`config.mk`:
```
export PLATFORM = sky130hd
export DESIGN_NAME = main_memory_arbiter
export DESIGN_NICKNAME = d
export VERILOG_FILES = /design/src/rtl/main_memory_arbiter.sv
export SDC_FILE = /design/constraint.sdc
export NUM_CORES = 1
export LEC_CHECK = 0
export BUFFER_PORTS_ARGS = -buffer_cell sky130_fd_sc_hd__buf_2
export CAP_MARGIN = 40
export CORE_ASPECT_RATIO = 0.9
export CORE_MARGIN = 2
export CORE_UTILIZATION = 35
export DETAILED_ROUTE_END_ITERATION = 7
export PLACE_DENSITY = 0.6
export REMOVE_ABC_BUFFERS = 1
export SLEW_MARGIN = 20
export SYNTH_ARGS = -nofsm -noshare
export SYNTH_HDL_FRONTEND = slang
export SYNTH_SLANG_ARGS = --single-unit
```
`constraint.sdc`:
```
create_clock -name clk -period 10.1 [get_ports clk]
set_input_delay 0.505 -clock clk [delete_from_list [all_inputs] [get_ports clk]]
set_output_delay 0.505 -clock clk [all_outputs]
set_load 0.02 [all_outputs]
```
`src/rtl/main_memory_arbiter.sv`:
```
// main_memory_arbiter
//
// Round-robin arbiter sitting between the instruction cache, the data cache
// and the single request port of main memory. One cache transaction is in
// flight at a time: IDLE picks a requester, GRANT_x holds the latched request
// on the memory port until memory reports done, and RESP_x hands registered
// data and a one-cycle done status back to the owning cache.
//
// Ports:
//   clk, rst           system clock, asynchronous active-high reset
//   i_vis_signal/addr  I-cache request (01 read, anything else idle)
//   i_data, i_status   read data and status (00 idle, 01 busy, 10 done) to I-cache
//   d_vis_signal/addr  D-cache request (01 read, 10 write, 11/00 idle)
//   d_written_data, d_data_type, d_length  D-cache write payload, passed through
//   d_data, d_status   read data and status to D-cache
//   mem_*              request port towards main memory (all registered)
//   mem_data, mem_status  main memory response (10 = done)
module main_memory_arbiter #(
  parameter int ADDR_WIDTH       = 20,
  parameter int DATA_LEN         = 32,
  parameter int ENTRY_INDEX_SIZE = 3
) (
  input  logic                        clk,
  input  logic                        rst,
  input  logic [1:0]                  i_vis_signal,
  input  logic [ADDR_WIDTH-1:0]       i_vis_addr,
  output logic [DATA_LEN-1:0]         i_data,
  output logic [1:0]                  i_status,
  input  logic [1:0]                  d_vis_signal,
  input  logic [ADDR_WIDTH-1:0]       d_vis_addr,
  input  logic [DATA_LEN-1:0]         d_written_data,
  input  logic [2:0]                  d_data_type,
  input  logic [ENTRY_INDEX_SIZE:0]   d_length,
  output logic [DATA_LEN-1:0]         d_data,
  output logic [1:0]                  d_status,
  output logic [1:0]                  mem_vis_signal,
  output logic [ADDR_WIDTH-1:0]       mem_vis_addr,
  output logic [DATA_LEN-1:0]         mem_written_data,
  output logic [2:0]                  mem_data_type,
  output logic [ENTRY_INDEX_SIZE:0]   mem_length,
  input  logic [DATA_LEN-1:0]         mem_data,
  input  logic [1:0]                  mem_status
);

  localparam logic [2:0] ST_IDLE    = 3'd0;
  localparam logic [2:0] ST_GRANT_I = 3'd1;
  localparam logic [2:0] ST_GRANT_D = 3'd2;
  localparam logic [2:0] ST_RESP_I  = 3'd3;
  localparam logic [2:0] ST_RESP_D  = 3'd4;

  localparam logic [1:0] ST_VIS_IDLE  = 2'b00;
  localparam logic [1:0] ST_VIS_READ  = 2'b01;
  localparam logic [1:0] ST_VIS_WRITE = 2'b10;
  localparam logic [1:0] ST_VIS_BUSY  = 2'b01;
  localparam logic [1:0] ST_VIS_DONE  = 2'b10;

  logic [2:0] state_r;
  logic [2:0] next_state_s;
  // 1'b0: I-cache owned the most recent grant, 1'b1: D-cache did
  logic       last_grant_r;
  logic       i_req_s;
  logic       d_req_s;
  logic       mem_done_s;
  logic [1:0] i_status_nxt_s;
  logic [1:0] d_status_nxt_s;

  assign i_req_s    = (i_vis_signal == ST_VIS_READ);
  assign d_req_s    = (d_vis_signal == ST_VIS_READ) || (d_vis_signal == ST_VIS_WRITE);
  assign mem_done_s = (mem_status == ST_VIS_DONE);

  // Next-state selection with round-robin tie break in IDLE
  always_comb begin
    next_state_s = state_r;
    case (state_r)
      ST_IDLE: begin
        if (i_req_s && d_req_s) begin
          next_state_s = last_grant_r ? ST_GRANT_I : ST_GRANT_D;
        end else if (i_req_s) begin
          next_state_s = ST_GRANT_I;
        end else if (d_req_s) begin
          next_state_s = ST_GRANT_D;
        end else begin
          next_state_s = ST_IDLE;
        end
      end
      ST_GRANT_I: begin
        if (mem_done_s) begin
          next_state_s = ST_RESP_I;
        end else begin
          next_state_s = ST_GRANT_I;
        end
      end
      ST_GRANT_D: begin
        if (mem_done_s) begin
          next_state_s = ST_RESP_D;
        end else begin
          next_state_s = ST_GRANT_D;
        end
      end
      ST_RESP_I: next_state_s = ST_IDLE;
      ST_RESP_D: next_state_s = ST_IDLE;
      default:   next_state_s = ST_IDLE;
    endcase
  end

  // Status each cache will see after this edge; a waiting requester reads busy
  always_comb begin
    i_status_nxt_s = ST_VIS_IDLE;
    d_status_nxt_s = ST_VIS_IDLE;
    case (next_state_s)
      ST_GRANT_I: i_status_nxt_s = ST_VIS_BUSY;
      ST_RESP_I:  i_status_nxt_s = ST_VIS_DONE;
      default:    i_status_nxt_s = i_req_s ? ST_VIS_BUSY : ST_VIS_IDLE;
    endcase
    case (next_state_s)
      ST_GRANT_D: d_status_nxt_s = ST_VIS_BUSY;
      ST_RESP_D:  d_status_nxt_s = ST_VIS_DONE;
      default:    d_status_nxt_s = d_req_s ? ST_VIS_BUSY : ST_VIS_IDLE;
    endcase
  end

  // State, grant history, latched memory request and registered responses
  always_ff @(posedge clk or posedge rst) begin
    if (rst) begin
      state_r          <= ST_IDLE;
      last_grant_r     <= 1'b1;
      mem_vis_signal   <= ST_VIS_IDLE;
      mem_vis_addr     <= {ADDR_WIDTH{1'b0}};
      mem_written_data <= {DATA_LEN{1'b0}};
      mem_data_type    <= 3'b000;
      mem_length       <= {(ENTRY_INDEX_SIZE+1){1'b0}};
      i_data           <= {DATA_LEN{1'b0}};
      d_data           <= {DATA_LEN{1'b0}};
      i_status         <= ST_VIS_IDLE;
      d_status         <= ST_VIS_IDLE;
    end else begin
      state_r  <= next_state_s;
      i_status <= i_status_nxt_s;
      d_status <= d_status_nxt_s;

      // The mem_* registers are the request latch: loaded only on the
      // IDLE->GRANT edge so live cache inputs never reach memory mid-grant.
      if ((state_r == ST_IDLE) && (next_state_s == ST_GRANT_I)) begin
        last_grant_r     <= 1'b0;
        mem_vis_signal   <= ST_VIS_READ;
        mem_vis_addr     <= i_vis_addr;
        mem_written_data <= {DATA_LEN{1'b0}};
        mem_data_type    <= 3'b000;
        mem_length       <= {(ENTRY_INDEX_SIZE+1){1'b0}};
      end else if ((state_r == ST_IDLE) && (next_state_s == ST_GRANT_D)) begin
        last_grant_r     <= 1'b1;
        mem_vis_signal   <= d_vis_signal;
        mem_vis_addr     <= d_vis_addr;
        mem_written_data <= d_written_data;
        mem_data_type    <= d_data_type;
        mem_length       <= d_length;
      end else if ((next_state_s == ST_RESP_I) || (next_state_s == ST_RESP_D)) begin
        mem_vis_signal   <= ST_VIS_IDLE;
      end

      // Write completions also load d_data; the D-cache ignores it
      if ((state_r == ST_GRANT_I) && mem_done_s) begin
        i_data <= mem_data;
      end
      if ((state_r == ST_GRANT_D) && mem_done_s) begin
        d_data <= mem_data;
      end
    end
  end

endmodule
```
==> results.tsv, run 1 <==
metric	value	unit
status	finished clean	
Remaining DRCs	0	
Initial Utilization	36.07	%
post-layout min period	2198	ps
Post-synth ARST share	100.0	%
Sw Share	38.52	%
relative slew slack	51.09	%
Pre-Repair DR Iteration Count	4	
hpwl dp	9394	microns
Slew @ Worst Pin	733.6	ps
top_reg_cell synth	dfrtp_1	
antenna violations before repair	0	
depth of the CTS H-tree	4	
Slew Limit Fails	0	
Yosys warning count	0	
crit path DAT	2450	ps
Hold WC Path Type	in2async	
ranking of synthesized cells by area	dfrtp_1 (62%), mux2_2 (13%), a22o_1 (6.4%)	
DP Area	6784	sq um
nets	745	
share of power burned in registers	35.6	%
GRT Total Usage	16.91	%
Placed Cells	804	
CTS tree	done	
post_cts resized	0	
#FFs+latches synth	133	
largest area contributor in the netlist	dfrtp_1	
CTS clk-pin slew, worst paths	50	ps
Total Power	2553	uW
# rows	42	
CP Capture Type	flop	
Root Buffer Master	clkbuf_16	
first-pass GRT wire length	21420	microns
setup ws final	7902	ps
Final Instance Area	7342	sq um
final std cells w/o fill	833	
DR vias/cell	4.756	
clock latency on the worst-skew pair	410	ps
clock sink total	133	
die width	134.5	microns
final WL	13580	microns
Worst EP required	10350	ps
layout cell share with drive strength beyond 1	58.74	%
P_int	1569	uW
Final ANT Viol Nets	0	
die height	121.4	microns
Leak	0.003850	uW
post-synthesis sequential area ratio	62.07	%
# IOs	248	
fin crit share	21.76	%
Mean Syn Cell Area	14.23	sq um
clock power share	21.9	%
CP startpoint kind	flop	
Num CTS Buffers	17	
First DRT Iteration DRCs	118	
IO Port Bufs	247	
post-place setup slack	7900	ps
Ant. Diodes	0	
Worst Path Max Fanout	18	
Peak Freq	455.0	MHz
share of the synthesized area in the top cell type	61.58	%
max-cap violations	0	
synthesis-to-finish area growth	36.88	%
Clock Skew	11.19	ps
Yosys cell types	32	
Core Area	14870	sq um
Die Area	16330	sq um
post-CTS setup buffers	0	
CTS Buffer Depth	2	
critical path class	reg2reg	
combinational share of power	42.5	%
drt wl/cell	16.30	microns
number of global-route vias before repair	4148	
PwrDens	347.7	nW/um^2
total gr overflow	0	
largest net degree at the start of global routing	74	
Filler cells	1365	
Net Switching	983.4	uW
Setup Viol. Count Final	0	
Syn Inst Count	377	
RSZ-0062 raised after global routing	false	
gpl congestion	0.7590	
VDD IR max	201.2	uV
setup TNS	0	ps
Post-Syn Area	5364	sq um
Via Count	3962	
EDFF count, synth	0	
final hold viol count	0	
CTS hold repair buffers	0	
[logic make-up (layout without fill, tap and decap cells)]
kind of cell | after synthesis | count (layout) | share of synthesized area, %
flip-flops | 133 | 133 | 62.07
AND/OR/NAND/NOR | 34 | 34 | 4.152
AO/OA/AOI/OAI | 70 | 70 | 13.65
buffers and inverters | 73 | 331 | 6.182
multiplexers | 65 | 65 | 13.62
XOR/XNOR | 2 | 2 | 0.3266
[layout make-up]
type / count / area [sq um] / share of cell area, %
Clock inverter: 5 / 52.55 / 0.7157
Tap cell: 198 / 247.7 / 3.374
Multi-Input combinational cell: 171 / 1718 / 23.40
Clock buffer: 23 / 478.0 / 6.510
Inverter: 46 / 177.7 / 2.420
Timing Repair Buffer: 257 / 1339 / 18.23
Sequential cell: 133 / 3329 / 45.35
[routing by layer]
layer | wire, microns | vias up | global-route usage [%]
li1 | - | 1850 | -
met1 | 5795 | 1933 | 21.55
met2 | 6589 | 167 | 26.82
met3 | 1032 | 12 | 5.890
met4 | 159 | 0 | 5.987
met5 | 0 | - | 0
[through the flow]
stage                     hold WS (ps)  utilization, %
final                            174.8           49.37
after CTS                        214.5           49.18
after floorplan                  449.6               -
after global routing             222.9           49.37
after detailed placement         476.8           45.62
after global placement           468.6           45.52
[critical path, stage by stage, from the launching register on]
cell	delay (ps)
dfrtp_1	410
or3_1	550
buf_8	230
a211oi_4	340
buf_4	370
a221oi_2	120
[synth_stat cells (all sizes together) (2+ instances only)]
master	n
dfrtp	132
mux2	64
inv	46
a22o	39
a221oi	20
buf	20
nor4	20
clkbuf	7
nor2b	3
or3	3
a211oi	2
a21o	2
a21oi	2
nand2	2
nand2b	2
o21ai	2
[state kept, by name, indices dropped and copies added (netlist names)]
signal,cells
mem_vis_addr,20
last_grant_r,1
mem_length,4
d_data,32
state_r,3
mem_data_type,3
mem_written_data,32
i_data,32
i_status,2
d_status,2
mem_vis_signal,2
[worst paths after layout]
check	start	to	slack, ps	cells past startpoint
max	state_r[1]	mem_vis_addr[13]	7900	5
min	rst	i_data[14]	170	2
max reg2reg	state_r[1]	mem_vis_addr[13]	7900	5
min reg2reg	mem_written_data[20]	mem_written_data[20]	490	1
max in group asynchronous	rst	last_grant_r	8910	4
min in group clk	d_written_data[30]	mem_written_data[30]	310	2
[cells in the final DEF, fill, tap and decap left out, types with 2 or more instances in the layout]
cell       Yosys  layout
dfrtp_1      132     132
o21ai_0        2       2
nor2b_1        3       3
or3_1          2       2
mux2_2        64      64
buf_4          1       8
a221oi_2      20      20
nand2b_1       2       2
a21oi_1        2       2
nor4_1        20      20
clkbuf_16      0      17
a22o_1        39      39
clkinv_2       0       3
clkbuf_8       0       3
buf_2         13     247
clkbuf_1       7       3
nand2_1        2       2
inv_1         46      45
[power groups by stage]
stage | logic (uW) | clock network, uW | registers [uW]
final | 1080 | 559 | 909
after detailed placement | 1100 | 0 | 909
after CTS | 1100 | 575 | 909
after global placement | 1060 | 0 | 904
after global routing | 1160 | 600 | 940
after floorplan | 405 | 0 | 1200
Power figures use the tool's default switching activity.
==> run 2, diff against run 1 <==
- ABC_AREA: not set -> 1
- clock period: 10.1 -> 2.1 ns (I/O delays scaled with it)
==> results.tsv, run 2 <==
metric	value	unit	change
Yosys warning count	0		unchanged
post-synthesis compound-gate area fraction	8.021	%	was 13.65%
clock sink total	133		unchanged
Hold WC Path Type	in2reg		was in2async
xor/xnor share of the synthesized area	0	%	was 0.3266%
die width	134.7	microns	was 134.5 microns
post-layout min period	1765	ps	
most common cell in the synthesized netlist	nand2_1		was dfrtp_1
critical path class	in2reg		was reg2reg
CP startpoint kind	primary input		was flop
largest net degree at the start of global routing	67		was 74
Mean Syn Cell Area	9.199	sq um	was 14.23 sq um
CTS clk-pin slew, worst paths	60	ps	was 50 ps
First DRT Iteration DRCs	248		was 118
CP Capture Type	flop		unchanged
mux share of post-synthesis cell area	0	%	was 13.62%
Clock Skew	7.743	ps	was 11.19 ps
Filler cells	1349		was 1365
most frequent cells in the layout	buf_2 (247), nand2_1 (163), dfrtp_1 (132)		was buf_2 (247), dfrtp_1 (132), mux2_2 (64)
Die Area	16380	sq um	was 16330 sq um
post-synthesis sequential area ratio	61.87	%	was 62.07%
number of global-route vias before repair	5126		was 4148
Worst EP required	2390	ps	was 10350 ps
Final ANT Viol Nets	0		unchanged
RSZ-0062 raised after global routing	false		unchanged
#FFs+latches synth	133		unchanged
post_cts resized	0		unchanged
final hold viol count	0		unchanged
die height	121.6	microns	was 121.4 microns
antenna violations before repair	0		unchanged
EDFF count, synth	0		unchanged
Final Instance Area	8397	sq um	was 7342 sq um
nets	1044		was 745
combinational share of power	40.5	%	was 42.5%
GRT Total Usage	19.73	%	was 16.91%
# IOs	248		unchanged
Slew Limit Fails	0		unchanged
# rows	42		unchanged
total gr overflow	0		unchanged
simple logic cell fraction of the synthesized area	23.32	%	was 4.152%
post-CTS setup buffers	0		unchanged
P_int	7374	uW	was 1569 uW
crit path DAT	2060	ps	was 2450 ps
grt met3 use	4.869	%	was 5.890%
Setup Viol. Count Final	0		unchanged
Peak Freq	566.6	MHz	
Net Switching	5023	uW	was 983.4 uW
relative slew slack	66.06	%	was 51.09%
Post-synth ARST share	100.0	%	unchanged
largest area contributor in the netlist	dfrtp_1		unchanged
Core Area	14870	sq um	unchanged
Worst Path Max Fanout	32		was 18
synth cell count leaders	nand2_1 (163), dfrtp_1 (132), o21ai_0 (74), inv_1 (48), nand3_1 (47)		was dfrtp_1 (132), mux2_2 (64), inv_1 (46), a22o_1 (39)
GR peak layer	met2		unchanged
drt wl/cell	13.95	microns	was 16.30 microns
Post-Syn Area	5381	sq um	was 5364 sq um
ranking of synthesized cells by area	dfrtp_1 (61%), nand2_1 (11%), o21ai_0 (6.9%)		was dfrtp_1 (62%), mux2_2 (13%), a22o_1 (6.4%)
Root Buffer Master	clkbuf_16		unchanged
Pre-Repair DR Iteration Count	4		unchanged
depth of the CTS H-tree	4		unchanged
first-pass GRT wire length	25370	microns	was 21420 microns
fin crit share	84.05	%	
Via Count	5070		was 3962
VDD IR max	887.9	uV	was 201.2 uV
Remaining DRCs	0		unchanged
CTS Buffer Depth	2		unchanged
Initial Utilization	36.19	%	was 36.07%
DR vias/cell	4.463		was 4.756
max-cap violations	0		unchanged
met1 Usage GRT	23.87	%	was 21.55%
Regs by FF count	d_data x32, i_data x32, mem_written_data x32		unchanged
Yosys cell types	28		was 32
share of power burned in registers	34.8	%	was 35.6%
Syn Inst Count	585		was 377
M2 GR Usage	33.22	%	was 26.82%
synthesis-to-finish area growth	56.03	%	was 36.88%
Adder-Cell Fraction of Synth Area	0	%	unchanged
gpl congestion	0.7729		was 0.7590
final WL	15850	microns	was 13580 microns
Sw Share	40.52	%	was 38.52%
DP Area	6828	sq um	was 6784 sq um
Num CTS Buffers	17		unchanged
CTS tree	done		unchanged
largest family of logic cells by synthesized area	simple AND/OR/NAND/NOR gates		was compound AO/OA/AOI/OAI gates
status	finished clean		unchanged
Slew @ Worst Pin	509.2	ps	was 733.6 ps
top_reg_cell synth	dfrtp_1		unchanged
Ant. Diodes	0		unchanged
IO Port Bufs	247		unchanged
fin util	56.46	%	was 49.37%
clock latency on the worst-skew pair	410	ps	about the same
PwrDens	1476	nW/um^2	was 347.7 nW/um^2
most common cell after layout, fill and taps aside	buf_2		unchanged
clock power share	24.7	%	was 21.9%
setup slack, reg-to-reg	340	ps	was 7900 ps
layout cell share with drive strength beyond 1	33.58	%	was 58.74%
Leak	0.004583	uW	was 0.003850 uW
hpwl dp	10220	microns	was 9394 microns
share of the synthesized area in the top cell type	61.38	%	was 61.58%
## run 2: cells by family (layout without fill, tap and decap cells)
| kind of cell | after synthesis | after routing |
|---|---|---|
| AOI/OAI and AO/OA | 83 | 83 |
| buffers and inverters | 84 | 437 |
| DFF | 133 | 133 |
| and+or+nand+nor | 285 | 285 |
## run 2: repair_timing
item                       in CTS  in global routing
hold endpoints to repair      158                  0
setup endpoints to repair       0                  0
hold buffers                   96                  0
## run 2: path summary, 6_finish.rpt
| path | startpoint | to | depth (start not counted) |
|---|---|---|---|
| setup / recovery | d_vis_signal[1] | mem_vis_signal[0] | 11 |
| hold / removal | i_vis_addr[15] | mem_vis_addr[15] | 4 |
| setup reg to reg | last_grant_r | mem_written_data[29] | 6 |
| hold reg to reg | d_data[8] | d_data[8] | 2 |
| max in group asynchronous | rst | mem_written_data[1] | 4 |
| min in group asynchronous | rst | i_data[9] | 3 |
## run 2: layout make-up
type,instances,area [sq um],share of cell area [%]
repair buffers,353,2322,27.66
clock inverters,13,155.1,1.848
multi-input cells,368,1692,20.15
flip-flops and latches,133,3329,39.65
well taps,198,247.7,2.950
clock buffers,19,452.9,5.394
inverters,52,197.7,2.354
## run 2: routing by layer
| layer | share of wire (%) | up-vias | routed length [microns] |
|---|---|---|---|
| li1 | - | 2519 | - |
| met3 | 4.3 | 46 | 685 |
| met5 | 0 | - | 0 |
| met4 | 3.3 | 0 | 527 |
| met2 | 51 | 160 | 8005 |
| met1 | 42 | 2345 | 6631 |
## run 2: worst max-delay path, stage by stage
cell           delay, ps
dlygate4sd3_1        540
buf_2                140
inv_1                 50
nand2_1               50
nand2_2              140
a21oi_4              110
nand2_4              290
buf_4                400
nand2_1               90
nand2_1               80
nand2_1               60
## run 2: per-stage QoR
step / hold WS [ps] / power [uW] / TNS (ps) / instances / setup WS (ps)
floorplan: 222.4 / 7345 / -206350 / 553 / -1558
global placement: 187.1 / 9176 / 0 / 1007 / 350.8
detailed placement: 184.1 / 9275 / 0 / 1008 / 359.2
CTS: 4.985 / 12500 / 0 / 1136 / 336.8
global route: 23.26 / 13220 / 0 / 1136 / 161.7
finish: 17.65 / 12400 / 0 / 1136 / 335.0
## run 2: power by group through the flow
| stage | Combinational (uW) | Clock (uW) | Sequential (uW) |
|---|---|---|---|
| 2_1_floorplan | 1610 | 0 | 5730 |
| 3_3_place_gp | 4840 | 0 | 4340 |
| 3_5_place_dp | 4940 | 0 | 4340 |
| 4_1_cts | 5070 | 3110 | 4320 |
| 5_1_grt | 5520 | 3240 | 4460 |
| 6_report | 5020 | 3060 | 4320 |
==> run 3, diff against run 2 <==
- PLACE_DENSITY: 0.6 -> 0.62
- clock period: 2.1 -> 1.4 ns (I/O delays scaled with it)
==> results.tsv, run 3 (synthesized netlist as in run 2, its figures left out) <==
metric	value	unit	change
# IOs	248		unchanged
gpl congestion	0.7543		was 0.7729
CTS clk-pin slew, worst paths	60	ps	about the same
antenna violations before repair	1		was 0
Leak	0.004940	uW	was 0.004583 uW
CTS tree	done		unchanged
Die Area	16380	sq um	unchanged
fin crit share	103.8	%	
R2R cell count	8		was 6
Slew Limit Fails	0		unchanged
synthesis-to-finish area growth	71.87	%	was 56.03%
Peak Freq	688.4	MHz	
CTS Buffer Depth	2		unchanged
critical path class	reg2reg		was in2reg
die height	121.6	microns	unchanged
RSZ-0062 raised after global routing	true		was false
critical path cell sequence	inv_2 > nand2_4 > nor2_8 > nand3_4 > buf_6 > buf_16 > nand3_1 > nand2_1		was dlygate4sd3_1 > buf_2 > inv_1 > nand2_1 > nand2_2 > a21oi_4 > nand2_4 > buf_4 > nand2_1 > nand2_1 > nand2_1
Total Power	20030	uW	was 12400 uW
Final ANT Viol Nets	0		unchanged
VDD IR max	1145	uV	was 887.9 uV
WHS	-7.722	ps	was 17.65 ps
die width	134.7	microns	unchanged
drt wl/cell	14.96	microns	was 13.95 microns
clock latency on the worst-skew pair	410	ps	about the same
Regs by FF count	d_data x32, i_data x32, mem_written_data x32		unchanged
Sw Share	40.51	%	was 40.52%
Net Switching	8114	uW	was 5023 uW
Setup Viol. Count Final	65		was 0
number of global-route vias before repair	5111		was 5126
met1 Usage GRT	24.39	%	was 23.87%
P_int	11910	uW	was 7374 uW
Worst Path Max Fanout	9		was 32
first-pass GRT wire length	25410	microns	was 25370 microns
Core Area	14870	sq um	unchanged
Storage cell area	3331	sq um	was 3329 sq um
worst setup path startpoint	state_r[2]		was d_vis_signal[1]
GRT Total Usage	19.75	%	was 19.73%
Filler cells	1241		was 1349
First DRT Iteration DRCs	290		was 248
Pre-Repair DR Iteration Count	5		was 4
clock sink total	133		unchanged
Num CTS Buffers	17		unchanged
total gr overflow	0		unchanged
share of power burned in registers	33.0	%	was 34.8%
crit-path max cell delay	380	ps	was 540 ps
status	finished, violations left		was finished clean
largest net degree at the start of global routing	65		was 67
Via Count	5376		was 5070
most frequent cells in the layout	buf_2 (247), nand2_1 (144), dfrtp_1 (131)		was buf_2 (247), nand2_1 (163), dfrtp_1 (132)
setup ws final	-52.69	ps	was 335.0 ps
hpwl dp	10160	microns	was 10220 microns
CP Capture Type	flop		unchanged
CP endpoint	mem_written_data[1]		was mem_vis_signal[0]
crit path DAT	1750	ps	was 2060 ps
Worst EP required	1700	ps	was 2390 ps
failing checks	hold timing, setup timing		
layout cell share with drive strength beyond 1	38.56	%	was 33.58%
Hold WC Path Type	in2reg		unchanged
min-delay src	d_vis_addr[2]		was i_vis_addr[15]
final WL	17760	microns	was 15850 microns
Root Buffer Master	clkbuf_16		unchanged
WHS Path Cells	4		unchanged
relative slew slack	79.15	%	was 66.06%
Multi-input gate area	1903	sq um	was 1692 sq um
combinational share of power	44.5	%	was 40.5%
max-cap violations	0		unchanged
nets	1095		was 1044
Remaining DRCs	0		unchanged
setup TNS	-1805	ps	was 0 ps
Clock Skew	7.052	ps	was 7.743 ps
final hold viol count	1		was 0
slowest CP cell	dfrtp_1		was dlygate4sd3_1
RR Startpoint	state_r[2]		was last_grant_r
clock power share	22.6	%	was 24.7%
Slew @ Worst Pin	311.7	ps	was 509.2 ps
IO Port Bufs	247		unchanged
DR vias/cell	4.529		was 4.463
setup slack, reg-to-reg	-50	ps	was 340 ps
Initial Utilization	36.19	%	unchanged
depth of the CTS H-tree	4		unchanged
CP startpoint kind	flop		was primary input
GR peak layer	met2		unchanged
RR Endpoint	mem_written_data[1]		was mem_written_data[29]
post-place setup slack	-107.5	ps	was 359.2 ps
# rows	42		unchanged
most common cell after layout, fill and taps aside	buf_2		unchanged
PwrDens	2165	nW/um^2	was 1476 nW/um^2
M2 GR Usage	33.76	%	was 33.22%
grt met3 use	4.370	%	was 4.869%
post-layout min period	1453	ps	
[run 3: cell count changes in the layout (fill, tap and decap cells not counted), sizes merged]
cell         delta
nand2           +2
clkinvlp        +2
clkbuf          +8
nand3           +2
diode           +1
clkinv          -4
dlygate4sd3    +14
buf            +26
[run 3: timing repair]
item,CTS,global route
gates resized for setup,6,98
cloned,2,11
endpoints found under the hold margin,258,1
hold buffers,109,1
endpoints found under the setup margin,62,127
buffers inserted,2,6
pin swaps,3,3
[run 3: area by class of cell]
type / count / area share (%)
clock buffers: 20 / 4.830
clock inverters: 11 / 1.637
repair buffers: 400 / 31.95
multi-input cells: 372 / 20.58
well taps: 198 / 2.679
diodes: 1 / 0.02706
inverters: 52 / 2.286
flip-flops and latches: 133 / 36.01
[run 3: metrics by stage]
stage,utilization (%),cell area (sq um),instances
floorplan,-,5211,553
global placement,47.19,7018,1025
detailed placement,47.19,7018,1025
CTS,58.94,8766,1169
global route,62.19,9249,1187
finish,62.19,9249,1187
[run 3: worst min path at each step]
stage / end / slack [ps]
6_report: mem_vis_addr[2] / -8
5_1_grt: mem_vis_addr[2] / 30
4_1_cts: mem_vis_addr[2] / 2
3_5_place_dp: mem_written_data[21] / 60
3_3_place_gp: mem_written_data[21] / 60
2_1_floorplan: mem_vis_signal[1] / 190
[run 3: critical path, delay by kind of cell, from the launching register on]
family	cells	cell delay, ps
AND/OR/NAND/NOR	5	540
buffers and inverters	3	420
flip-flops	1	380
[run 3: per-layer routing]
layer / up-vias / wire, microns / part of all wire, %
met1: 2522 / 7489 / 42
met2: 180 / 8984 / 51
met3: 33 / 887 / 5.0
li1: 2641 / - / -
met4: 0 / 394 / 2.2
met5: - / 0 / 0
[run 3: power groups by stage]
| stage | Sequential [uW] | Clock (uW) | Combinational, uW |
|---|---|---|---|
| detailed placement | 6500 | 0 | 7700 |
| CTS | 6490 | 4610 | 8050 |
| global placement | 6510 | 0 | 7590 |
| global route | 6800 | 4810 | 9650 |
| finish | 6600 | 4520 | 8910 |
| floorplan | 8600 | 0 | 2420 |
